<file path="config.mk">
export PLATFORM = sky130hd
export DESIGN_NAME = div_seq_flat
export DESIGN_NICKNAME = d
export VERILOG_FILES = /design/src/rtl/div_seq_pkg.sv /design/src/rtl/div_seq_if.sv /design/src/rtl/div_step.sv /design/src/rtl/div_seq.sv /design/src/flat_wrapper.sv
export SDC_FILE = /design/constraint.sdc
export NUM_CORES = 1
export LEC_CHECK = 0
export BUFFER_PORTS_ARGS = -buffer_cell sky130_fd_sc_hd__buf_4
export CORE_UTILIZATION = 35
export DETAILED_ROUTE_END_ITERATION = 7
export HOLD_SLACK_MARGIN = 0.02
export SLEW_MARGIN = 20
export SYNTH_ARGS = -nofsm -noshare
export SYNTH_HDL_FRONTEND = slang
export SYNTH_SLANG_ARGS = --single-unit
</file>
<file path="constraint.sdc">
create_clock -name clk -period 5.4 [get_ports clk]
set_clock_uncertainty 0.05 [all_clocks]
set_input_delay 0.81 -clock clk [delete_from_list [all_inputs] [get_ports clk]]
set_output_delay 0.81 -clock clk [all_outputs]
set_load 0.05 [all_outputs]
</file>
<file path="src/rtl/div_seq_pkg.sv">
// ---------------------------------------------------------------------------
// div_seq_pkg
// Shared defines for the EX-stage ALU and the sequential divider: AluOp
// codes, divider FSM state encodings, default operand width and the
// index of each half of the {hi, lo} divide result.
// No ports.
// ---------------------------------------------------------------------------
package div_seq_pkg;

    typedef enum logic [5:0] {
        ALU_NOP   = 6'b000000,
        ALU_MFHI  = 6'b010000,
        ALU_MTHI  = 6'b010001,
        ALU_MFLO  = 6'b010010,
        ALU_MTLO  = 6'b010011,
        ALU_MULT  = 6'b011000,
        ALU_MULTU = 6'b011001,
        ALU_DIV   = 6'b011010,
        ALU_DIVU  = 6'b011011
    } alu_op_e;

    typedef enum logic [1:0] {
        ST_FREE   = 2'b00,
        ST_BYZERO = 2'b01,
        ST_ON     = 2'b10,
        ST_END    = 2'b11
    } div_state_e;

    localparam int DIV_WIDTH_DEF = 32;

    // result_o viewed as [1:0][WIDTH-1:0]: remainder feeds hi, quotient feeds lo
    localparam int RES_LO_IDX = 0;
    localparam int RES_HI_IDX = 1;

endpackage

</file>
<file path="src/rtl/div_seq_if.sv">
// ---------------------------------------------------------------------------
// div_seq_if
// Request/result bundle between the EX stage (master) and the divider
// (slave).
//   start_i      request, held until the result is consumed
//   annul_i      flush the current operation
//   signed_div_i 1 = two's-complement divide
//   opdata1_i    dividend
//   opdata2_i    divisor
//   result_o     {remainder, quotient}
//   ready_o      result_o valid
//   busy_o       stall request to EX
// ---------------------------------------------------------------------------
interface div_seq_if
    import div_seq_pkg::*;
#(
    parameter int WIDTH = DIV_WIDTH_DEF
);

    logic               start_i;
    logic               annul_i;
    logic               signed_div_i;
    logic [WIDTH-1:0]   opdata1_i;
    logic [WIDTH-1:0]   opdata2_i;
    logic [2*WIDTH-1:0] result_o;
    logic               ready_o;
    logic               busy_o;

    modport master (
        output start_i, annul_i, signed_div_i, opdata1_i, opdata2_i,
        input  result_o, ready_o, busy_o
    );

    modport slave (
        input  start_i, annul_i, signed_div_i, opdata1_i, opdata2_i,
        output result_o, ready_o, busy_o
    );

endinterface

</file>
<file path="src/rtl/div_step.sv">
// ---------------------------------------------------------------------------
// div_step
// One combinational restoring shift-subtract step. The partial remainder is
// shifted left with the next dividend bit appended (WIDTH+1 bits) and the
// divisor is subtracted when it fits.
//   i_rem   partial remainder (always < divisor)
//   i_bit   next dividend bit, MSB first
//   i_dvs   divisor magnitude
//   o_rem   next partial remainder
//   o_qbit  quotient bit produced by this step
// ---------------------------------------------------------------------------
module div_step #(
    parameter int WIDTH = 32
) (
    input  logic [WIDTH-1:0] i_rem,
    input  logic             i_bit,
    input  logic [WIDTH-1:0] i_dvs,
    output logic [WIDTH-1:0] o_rem,
    output logic             o_qbit
);

    logic [WIDTH:0]   w_shift;
    logic [WIDTH-1:0] w_diff;

    assign w_shift = {i_rem, i_bit};
    assign o_qbit  = (w_shift >= {1'b0, i_dvs});
    // When the divisor fits, the difference is below the divisor, so the low
    // WIDTH bits of the subtraction are exact.
    assign w_diff  = w_shift[WIDTH-1:0] - i_dvs;
    assign o_rem   = o_qbit ? w_diff : w_shift[WIDTH-1:0];

endmodule

</file>
<file path="src/rtl/div_seq.sv">
// ---------------------------------------------------------------------------
// div_seq
// Multi-cycle signed/unsigned restoring divider for the EX stage.
// Operands are converted to magnitudes on acceptance, WIDTH steps are run
// through div_step, then signs are restored (quotient truncated toward
// zero, remainder takes the dividend's sign).
//   clk   rising-edge clock
//   rst   synchronous active-low reset
//   bus   div_seq_if slave: request in, {rem, quo}/ready/busy out
//
// state  | meaning
// FREE   | idle, waiting for a request
// BYZERO | divisor was zero, result forced to 0
// ON     | shift-subtract steps running, r_cnt counts completed steps
// END    | result valid, held until start_i drops
// ---------------------------------------------------------------------------
module div_seq
    import div_seq_pkg::*;
#(
    parameter int WIDTH = DIV_WIDTH_DEF,
    parameter int CNT_W = 6
) (
    input  logic        clk,
    input  logic        rst,
    div_seq_if.slave    bus
);

    div_state_e             r_state;
    logic [CNT_W-1:0]       r_cnt;
    logic [WIDTH-1:0]       r_rem;
    logic [WIDTH-1:0]       r_quo;
    logic [WIDTH-1:0]       r_dvs;
    logic                   r_neg_q;
    logic                   r_neg_r;
    logic [1:0][WIDTH-1:0]  r_res;
    logic                   r_ready;

    logic                   w_req;
    logic                   w_a_neg;
    logic                   w_b_neg;
    logic [WIDTH-1:0]       w_a_mag;
    logic [WIDTH-1:0]       w_b_mag;
    logic [WIDTH-1:0]       w_rem_nxt;
    logic                   w_qbit;
    logic [WIDTH-1:0]       w_quo_fix;
    logic [WIDTH-1:0]       w_rem_fix;

    assign w_req   = bus.start_i & ~bus.annul_i;

    assign w_a_neg = bus.signed_div_i & bus.opdata1_i[WIDTH-1];
    assign w_b_neg = bus.signed_div_i & bus.opdata2_i[WIDTH-1];
    // The most-negative value maps onto itself, which is its correct
    // unsigned magnitude.
    assign w_a_mag = w_a_neg ? (~bus.opdata1_i + WIDTH'(1)) : bus.opdata1_i;
    assign w_b_mag = w_b_neg ? (~bus.opdata2_i + WIDTH'(1)) : bus.opdata2_i;

    assign w_quo_fix = r_neg_q ? (~r_quo + WIDTH'(1)) : r_quo;
    assign w_rem_fix = r_neg_r ? (~r_rem + WIDTH'(1)) : r_rem;

    div_step #(
        .WIDTH (WIDTH)
    ) u_div_step (
        .i_rem  (r_rem),
        .i_bit  (r_quo[WIDTH-1]),
        .i_dvs  (r_dvs),
        .o_rem  (w_rem_nxt),
        .o_qbit (w_qbit)
    );

    always_ff @(posedge clk) begin
        if (!rst) begin
            r_state <= ST_FREE;
            r_cnt   <= '0;
            r_rem   <= '0;
            r_quo   <= '0;
            r_dvs   <= '0;
            r_neg_q <= 1'b0;
            r_neg_r <= 1'b0;
            r_res   <= '0;
            r_ready <= 1'b0;
        end else begin
            case (r_state)
                ST_FREE: begin
                    r_res   <= '0;
                    r_ready <= 1'b0;
                    if (w_req) begin
                        if (bus.opdata2_i == '0) begin
                            r_state <= ST_BYZERO;
                        end else begin
                            r_state <= ST_ON;
                            r_cnt   <= '0;
                            r_rem   <= '0;
                            r_quo   <= w_a_mag;
                            r_dvs   <= w_b_mag;
                            r_neg_q <= w_a_neg ^ w_b_neg;
                            r_neg_r <= w_a_neg;
                        end
                    end
                end
                ST_BYZERO: begin
                    if (bus.annul_i) begin
                        r_state <= ST_FREE;
                        r_res   <= '0;
                        r_ready <= 1'b0;
                    end else begin
                        r_state <= ST_END;
                        r_res   <= '0;
                        r_ready <= 1'b1;
                    end
                end
                ST_ON: begin
                    if (bus.annul_i) begin
                        r_state <= ST_FREE;
                        r_res   <= '0;
                        r_ready <= 1'b0;
                    end else if (r_cnt != CNT_W'(WIDTH)) begin
                        // r_quo doubles as the dividend shift register:
                        // dividend bits leave at the top, quotient bits
                        // enter at the bottom.
                        r_rem <= w_rem_nxt;
                        r_quo <= {r_quo[WIDTH-2:0], w_qbit};
                        r_cnt <= r_cnt + CNT_W'(1);
                    end else begin
                        r_state            <= ST_END;
                        r_res[RES_HI_IDX]  <= w_rem_fix;
                        r_res[RES_LO_IDX]  <= w_quo_fix;
                        r_ready            <= 1'b1;
                    end
                end
                ST_END: begin
                    if (bus.annul_i || !bus.start_i) begin
                        r_state <= ST_FREE;
                        r_res   <= '0;
                        r_ready <= 1'b0;
                    end
                end
                default: begin
                    r_state <= ST_FREE;
                    r_res   <= '0;
                    r_ready <= 1'b0;
                end
            endcase
        end
    end

    assign bus.result_o = r_res;
    assign bus.ready_o  = r_ready;
    // Stall is raised combinationally in FREE so EX holds in the same cycle
    // the request is accepted.
    assign bus.busy_o   = (r_state == ST_BYZERO) || (r_state == ST_ON) ||
                          ((r_state == ST_FREE) && w_req);

endmodule

</file>
<file path="src/flat_wrapper.sv">
// flat-port wrapper written by rule: the top's interface ports become plain ports
module div_seq_flat import div_seq_pkg::*;
#(
    parameter int WIDTH = DIV_WIDTH_DEF,
    parameter int CNT_W = 6
)
  (clk, rst, bus_start_i, bus_annul_i, bus_signed_div_i, bus_opdata1_i, bus_opdata2_i, bus_result_o, bus_ready_o, bus_busy_o);
  div_seq_if #(.WIDTH(WIDTH)) bus_i ();
  input  logic clk;
  input  logic rst;
  input wire logic [$bits(bus_i.start_i)-1:0] bus_start_i;
  input wire logic [$bits(bus_i.annul_i)-1:0] bus_annul_i;
  input wire logic [$bits(bus_i.signed_div_i)-1:0] bus_signed_div_i;
  input wire logic [$bits(bus_i.opdata1_i)-1:0] bus_opdata1_i;
  input wire logic [$bits(bus_i.opdata2_i)-1:0] bus_opdata2_i;
  output wire logic [$bits(bus_i.result_o)-1:0] bus_result_o;
  output wire logic [$bits(bus_i.ready_o)-1:0] bus_ready_o;
  output wire logic [$bits(bus_i.busy_o)-1:0] bus_busy_o;
  assign bus_i.start_i = bus_start_i;
  assign bus_i.annul_i = bus_annul_i;
  assign bus_i.signed_div_i = bus_signed_div_i;
  assign bus_i.opdata1_i = bus_opdata1_i;
  assign bus_i.opdata2_i = bus_opdata2_i;
  assign bus_result_o = bus_i.result_o;
  assign bus_ready_o = bus_i.ready_o;
  assign bus_busy_o = bus_i.busy_o;
  div_seq #(.WIDTH(WIDTH), .CNT_W(CNT_W)) u_core (.clk(clk), .rst(rst), .bus(bus_i));
endmodule
</file>
==> results of run 1 <==
sequential cells by signal (all words and copies together), names as in the netlist, 2 cells and up:
register / flops
u_core.r_dvs: 32
u_core.bus.result_o: 64
u_core.r_state: 2
u_core.r_cnt: 6
u_core.r_quo: 32
u_core.r_rem: 32
metal layers:
metal / routed length [µm] / track usage, % / up-vias
met5: 0 / 0 / -
met4: 324 / 4.241 / 0
met3: 1102 / 2.573 / 18
met2: 13080 / 28.27 / 196
met1: 15310 / 27.12 / 4646
li1: - / - / 5083
critical path: stages:
cell and delay, ns:
buf_4 0.13, nor3_1 0.33, nor3b_1 0.55, nand4_1 0.28
or4_1 0.65, nand2_1 0.19, nand2_1 0.11, nand3_1 0.65
o21ai_0 0.21
kinds of logic after synthesis:
| logic type | Yosys count | share of synthesized area, % |
|---|---|---|
| simple gates | 452 | 20.04 |
| compound gates | 411 | 24.82 |
| flops | 171 | 31.04 |
| xor+xnor | 153 | 12.15 |
| buf+inv | 142 | 5.117 |
| fa+ha+maj | 42 | 4.833 |
| mux | 22 | 1.997 |
power by group through the flow:
| stage | sequential [mW] | clock (mW) | combinational [mW] |
|---|---|---|---|
| 6_report | 1.54 | 1.20 | 1.95 |
| 5_1_grt | 1.56 | 1.28 | 2.17 |
| 4_1_cts | 1.54 | 1.22 | 1.96 |
| 3_5_place_dp | 1.57 | 0 | 1.95 |
| 3_3_place_gp | 1.56 | 0 | 1.94 |
| 2_1_floorplan | 1.56 | 0 | 1.46 |
per-stage QoR:
step / cells / util [%]
floorplan: 1393 / -
global placement: 1851 / 39.89
detailed placement: 1851 / 39.89
CTS: 1883 / 41.75
global route: 1883 / 41.75
finish: 1883 / 41.75
synth_stat cells, types with 13 or more instances:
| master | instances |
|---|---|
| nand2_1 | 219 |
| dfxtp_1 | 171 |
| o21ai_0 | 117 |
| xnor2_1 | 96 |
| clkbuf_1 | 70 |
| inv_1 | 60 |
| a21oi_1 | 59 |
| xor2_1 | 57 |
| nor2b_1 | 55 |
| a22oi_1 | 46 |
| nor2_1 | 46 |
| ha_1 | 41 |
| o211a_1 | 33 |
| o31ai_1 | 24 |
| mux2i_1 | 22 |
| a21boi_1 | 20 |
| nand3_1 | 16 |
| a21o_1 | 15 |
| o21ai_1 | 15 |
| and3_1 | 14 |
| nand2b_1 | 13 |
area by class of cell:
cell class	count	area, µm²
sequential	171	3423
clock inverter	15	147.6
inverter	60	225.2
multi-input combinational	1080	7074
tap	396	495.5
fill	3134	17960
clock buffer	17	425.4
timing repair buffer	144	1081
how the worst max path moves through the flow:
stage                                  end  cells past startpoint  slack, ns
after CTS                 u_core.r_rem[19]                      9       1.68
after global placement    u_core.r_rem[10]                      9       1.28
final                     u_core.r_rem[19]                      9       1.72
after floorplan            u_core.r_quo[0]                      9       2.17
after global routing       u_core.r_rem[3]                      9       1.27
after detailed placement   u_core.r_rem[8]                      9       1.22
==> run_results.csv, run 1 <==
group,metric,value,unit
clocking,clkSinkCount,171,
die,die-area,0.03222,mm²
power,leakagePower,5.281,nW
yosys,ys.flop_type,"dfxtp_1",
setup_path,cp.arrival,3.91,ns
sta,min_period_over_period,68.20,%
worst_hold_path,min_path_type,"flip-flop to flip-flop",
route,avgViaCountPerCell,5.280,
power,pwr-share-seq,32.9,%
route,first_pass_iters,8,
sta,finalHoldViolations,0,
yosys,syn_inst,1393,
sta,setup_ws,1.717,ns
route,dr_total_vias,9943,
route,drcViolationCount,26,
finish,drive_above_1_share,13.58,%
grt,gr-usage-all-layers,18.45,%
setup_path,cp-startpoint,"bus_opdata2_i[9]",
clocking,root_buffer,"clkbuf_16",
die,die_h,179.5,µm
setup_path,r2r_end,"u_core.r_rem[30]",
grt,grt_max_degree,70,
yosys,synth_nets,1504,
power,total_power,4.690,mW
power,p_int,2.753,mW
sta,setup_tns,0,ns
grt,grt_pass1_vias,9131,
sta,maxSlewHeadroom,36.21,%
power,clkPwrFrac,25.6,%
sta,timing.hold.ws,0.4031,ns
setup_path,crit_required,5.63,ns
placed_design,port-buffer-count,134,
setup_path,crit_path_end_kind,"flip-flop",
placed_design,place_ws,1.221,ns
power,sw_frac_of_total,41.30,%
yosys,synth-edff-count,0,
clocking,cts.repair.resized,0,
yosys,syn_area,0.01103,mm²
yosys,yosysTopAreaCellShare,31.04,%
clocking,cts_hold_buf,0,
power,p_sw,1.937,mW
yosys,synth_seq_cells,171,
sta,period_needed,3.683,ns
clocking,clkLatencyLatePin,0.44,ns
finish,antenna_cells,0,
setup_path,cp_max_fo,24,
finish,fin_nets,1585,
route,ant_nets,0,
worst_hold_path,hold_path_depth,2,
finish,finish.instance_area,0.01287,mm²
route,wl_per_cell,15.83,µm
run,maxCapViolCount,0,
route,drt_iter0_drc,680,
status,status,"complete, but fails checks",
placed_design,place_hpwl,22590,µm
worst_hold_path,worstHoldStart,"u_core.bus.result_o[58]",
placed_design,placed_cell_area,0.01230,mm²
power,p_per_area,364.3,mW/mm²
clocking,path_clk_slew,0.07,ns
clocking,clk_path_buf_depth,2,
worst_hold_path,min_to,"u_core.bus.result_o[58]",
clocking,cts_made_buffers,17,
die,core,0.03083,mm²
sta,slew_viol_final,0,
yosys,yosysUniqueCellTypes,66,
status,violations,"DRC",
sta,worst_slew_pin_slew,0.9569,ns
setup_path,reg2reg_depth,13,
power,comb_power_share,41.6,%
yosys,yosysWarnings,0,
power,ir_worst_vdd,0.2394,mV
grt,overflow,0,
die,io_pins,135,
clocking,cts_tree,"yes",
clocking,post-cts-setup-buffers,0,
grt,antenna_found_initial,0,
finish,layout.cells.most_common_list,"219 x nand2_1, 171 x dfxtp_1, 144 x buf_4, 117 x o21ai_0, 96 x xnor2_1",
placed_design,place.gp.congestion,0.8604,
die,start_util,35.77,%
yosys,async_reset_ff_share,0,%
yosys,syn_area_per_cell,7.917,µm²
setup_path,cp-start-kind,"primary input",
setup_path,rrSetupSlack,1.73,ns
die,rows,64,
setup_path,r2r_start,"u_core.r_quo[31]",
clocking,h-tree-depth,4,
sta,rsz0062_at_grt,"false",
setup_path,setup.worst_path.class,"primary input to flip-flop",
yosys,seq_area_frac_synth,31.04,%
finish,mostFrequentLayoutCell,"nand2_1",
finish,syn2layout_area_growth,16.72,%
grt,grt_pass1_wl,48690,µm
sta,fmax,271.6,MHz
die,fp.dieW,179.5,µm
route,routed_wl,29810,µm
yosys,synthTopCellsByArea,"dfxtp_1 31%, xnor2_1 7.6%, nand2_1 7.5%",
yosys,yosysTopAreaCell,"dfxtp_1",
sta,setup_viol,0,
(Power assumes the default switching activity.)
==> run 2, diff against run 1 <==
- ABC_AREA: not set -> 1
- clock period: 5.4 -> 3.7 ns (I/O delays scaled with it)
==> run 2 against run 1 <==
Against the previous run:
- the run still ends with DRC left
- clock power grew 48%
- die area grew 16%
- clock-buffer cell count is the same
- hold slack lost 0.051 ns
- combinational power grew 120%
- cell count grew 45%
- first-iteration DRC count grew 82%
- non-clock buffer count grew 3
- critical path type is now flip-flop to flip-flop
- critical endpoint is now u_core.bus.result_o[51]
- largest cell class unchanged
- largest power group unchanged
==> run_results.csv, run 2 <==
group,metric,value,unit
sta,maxSlewHeadroom,39.73,%
sta,period_needed,2.956,ns
grt,gr-usage-met3,2.789,%
grt,antenna_found_initial,0,
finish,fin_nets,2361,
setup_path,reg2reg_depth,12,
grt,grt_pass1_wl,69360,µm
finish,antenna_cells,0,
route,routed_wl,43460,µm
clocking,cts.repair.resized,0,
grt,met2_usage,35.63,%
route,drt_iter0_drc,1239,
placed_design,dp.cells,2692,
yosys,yosysWarnings,0,
finish,syn2layout_area_growth,14.44,%
run,maxCapViolCount,0,
yosys,synth_most_common_cell,"nand2_1",
setup_path,cp_max_fo,48,
sta,worst_slew_pin_slew,0.9040,ns
yosys,synth_nets,2277,
placed_design,placed_cell_area,0.01412,mm²
status,violations,"DRC",
yosys,syn_area_per_cell,5.926,µm²
sta,min_period_over_period,79.90,%
yosys,yosysTopAreaCell,"dfxtp_1",
die,die_h,193.5,µm
yosys,ys.flop_type,"dfxtp_1",
grt,gr-usage-all-layers,23.09,%
sta,setup_tns,0,ns
yosys,synthTopCellsByArea,"dfxtp_1 27%, nand2_1 20%, nand3_1 8.6%",
status,status,"complete, but fails checks",
placed_design,place_ws,0.7653,ns
sta,timing.hold.ws,0.3519,ns
setup_path,r2r_start,"u_core.r_state[0]",
clocking,h-tree-depth,4,
route,dr_total_vias,13865,
clocking,root_buffer,"clkbuf_16",
clocking,cts_hold_buf,0,
sta,finalHoldViolations,0,
setup_path,rrSetupSlack,0.74,ns
power,p_per_area,583.8,mW/mm²
worst_hold_path,min_to,"u_core.r_dvs[0]",
placed_design,place_hpwl,34100,µm
yosys,synth-edff-count,0,
grt,grt_pass1_vias,12669,
setup_path,cp_top_family,"buffers and inverters",
yosys,synth_seq_cells,171,
setup_path,cp-start-kind,"flip-flop",
die,fp.dieW,193.5,µm
worst_hold_path,min_path_type,"primary input to flip-flop",
sta,setup_viol,0,
clocking,clkSinkCount,171,
yosys,seq_area_frac_synth,26.67,%
setup_path,path_buf_inv,5,
setup_path,crit_path_cell_trace,"inv_1 > ha_1 > buf_4 > inv_2 > nor2_1 > nand2_1 > nand2_2 > inv_2 > nand2_2 > inv_2 > nand3_1 > a21oi_1",
power,ir_worst_vdd,0.3113,mV
power,leakagePower,7.029,nW
finish,largest_reg_flops,64,
die,start_util,35.83,%
placed_design,port-buffer-count,134,
sta,fmax,338.3,MHz
clocking,cts_made_buffers,17,
route,avgViaCountPerCell,5.090,
setup_path,crit_top_cell,"inv_2",
clocking,clk_path_buf_depth,2,
route,drcViolationCount,6,
setup_path,setup.worst_path.class,"flip-flop to flip-flop",
route,first_pass_iters,8,
sta,setup_ws,0.7437,ns
clocking,cts_tree,"yes",
yosys,yosysTopAreaCellShare,26.67,%
setup_path,crit_path_top_delay_cell,"inv_2",
yosys,syn_area,0.01284,mm²
setup_path,cpPeakStageDelay,0.76,ns
grt,overflow,0,
sta,slew_viol_final,0,
finish,finish.instance_area,0.01469,mm²
yosys,async_reset_ff_share,0,%
yosys,yosysUniqueCellTypes,48,
setup_path,cp.arrival,3.28,ns
worst_hold_path,hold_path_depth,3,
die,io_pins,135,
die,core,0.03583,mm²
die,rows,69,
route,wl_per_cell,15.96,µm
finish,mostFrequentLayoutCell,"nand2_1",
finish,layout.cells.most_common_list,"691 x nand2_1, 288 x inv_1, 220 x nand3_1, 186 x a21oi_1",
setup_path,crit_path_end_kind,"flip-flop",
finish,num-fill-cells,3882,
setup_path,r2r_end,"u_core.bus.result_o[51]",
finish,stdcell_count,2724,
finish,drive_above_1_share,10.08,%
worst_hold_path,worstHoldStart,"bus_opdata2_i[0]",
clocking,clkLatencyLatePin,0.44,ns
grt,busiest_layer,"met2",
clocking,path_clk_slew,0.08,ns
die,die-area,0.03744,mm²
clocking,post-cts-setup-buffers,0,
sta,rsz0062_at_grt,"false",
route,ant_nets,0,
setup_path,crit_required,4.03,ns
placed_design,place.gp.congestion,0.9417,
grt,grt_max_degree,72,
yosys,syn_inst,2166,
yosys,yosys-top-cells-count,"691 x nand2_1, 289 x inv_1, 220 x nand3_1",
grt,grtUsageMet1,33.72,%
## run 2: cell types whose count changed after synthesis, sizes merged, moves of 46 or more
cell / delta
nand2: +481
inv: +237
nand3: +205
nor2: +137
a21oi: +131
xnor2: -69
nor2b: -55
a22oi: -46
## run 2: worst max-delay path by stage
stage / depth (start not counted) / to / startpoint
floorplan: 4 / bus_busy_o / u_core.r_state[0]
global placement: 13 / u_core.r_dvs[18] / bus_opdata2_i[0]
detailed placement: 13 / u_core.r_dvs[18] / bus_opdata2_i[0]
CTS: 12 / u_core.bus.result_o[18] / u_core.r_state[0]
global route: 12 / u_core.bus.result_o[5] / u_core.r_state[0]
finish: 12 / u_core.bus.result_o[51] / u_core.r_state[0]
## run 2: cell families (layout without fill, tap and decap cells)
group                      after synthesis  count (layout)  share of synthesized area, %
adders and majority gates               42              42                         4.152
and+or+nand+nor                       1173            1173                         38.69
AOI/OAI and AO/OA                      329             329                         13.71
buffers and inverters                  383             480                         12.15
xor gates and xnor gates                68              68                         4.640
DFF                                    171             171                         26.67
## run 2: report_power, final
part           leakage (nW)  switching [mW]  internal (mW)
registers              1.39           0.368           2.10
logic                  5.36            3.03           1.30
clock network         0.285           0.880          0.898
## run 2: layout make-up
type | instances | area (µm²) | share of cell area [%]
Multi-Input combinational cell | 1612 | 7859 | 53.50
Sequential cell | 171 | 3423 | 23.30
Inverter | 301 | 1132 | 7.709
Timing Repair Buffer | 147 | 1129 | 7.683
Tap cell | 461 | 576.8 | 3.927
Clock buffer | 17 | 425.4 | 2.896
Clock inverter | 15 | 143.9 | 0.9796
## run 2: layer usage
metal / routed length, µm / up-vias
met1: 21500 / 6299
met2: 18750 / 442
met3: 2450 / 44
met5: 0 / -
li1: - / 7080
met4: 769 / 0
## run 2: per-stage QoR
stage / utilization, % / power, mW
final: 41.00 / 8.576
after global routing: 41.00 / 9.238
after CTS: 41.00 / 8.538
after detailed placement: 39.41 / 6.754
after global placement: 39.41 / 6.750
after floorplan: - / 5.599
## run 2: worst reg2reg max path, delay by kind of cell (launching register included)
family	cells	cell delay, ns
simple gates	5	0.77
fa+ha+maj	1	0.19
compound gates	1	0.16
buf+inv	5	1.38
flops	1	0.36
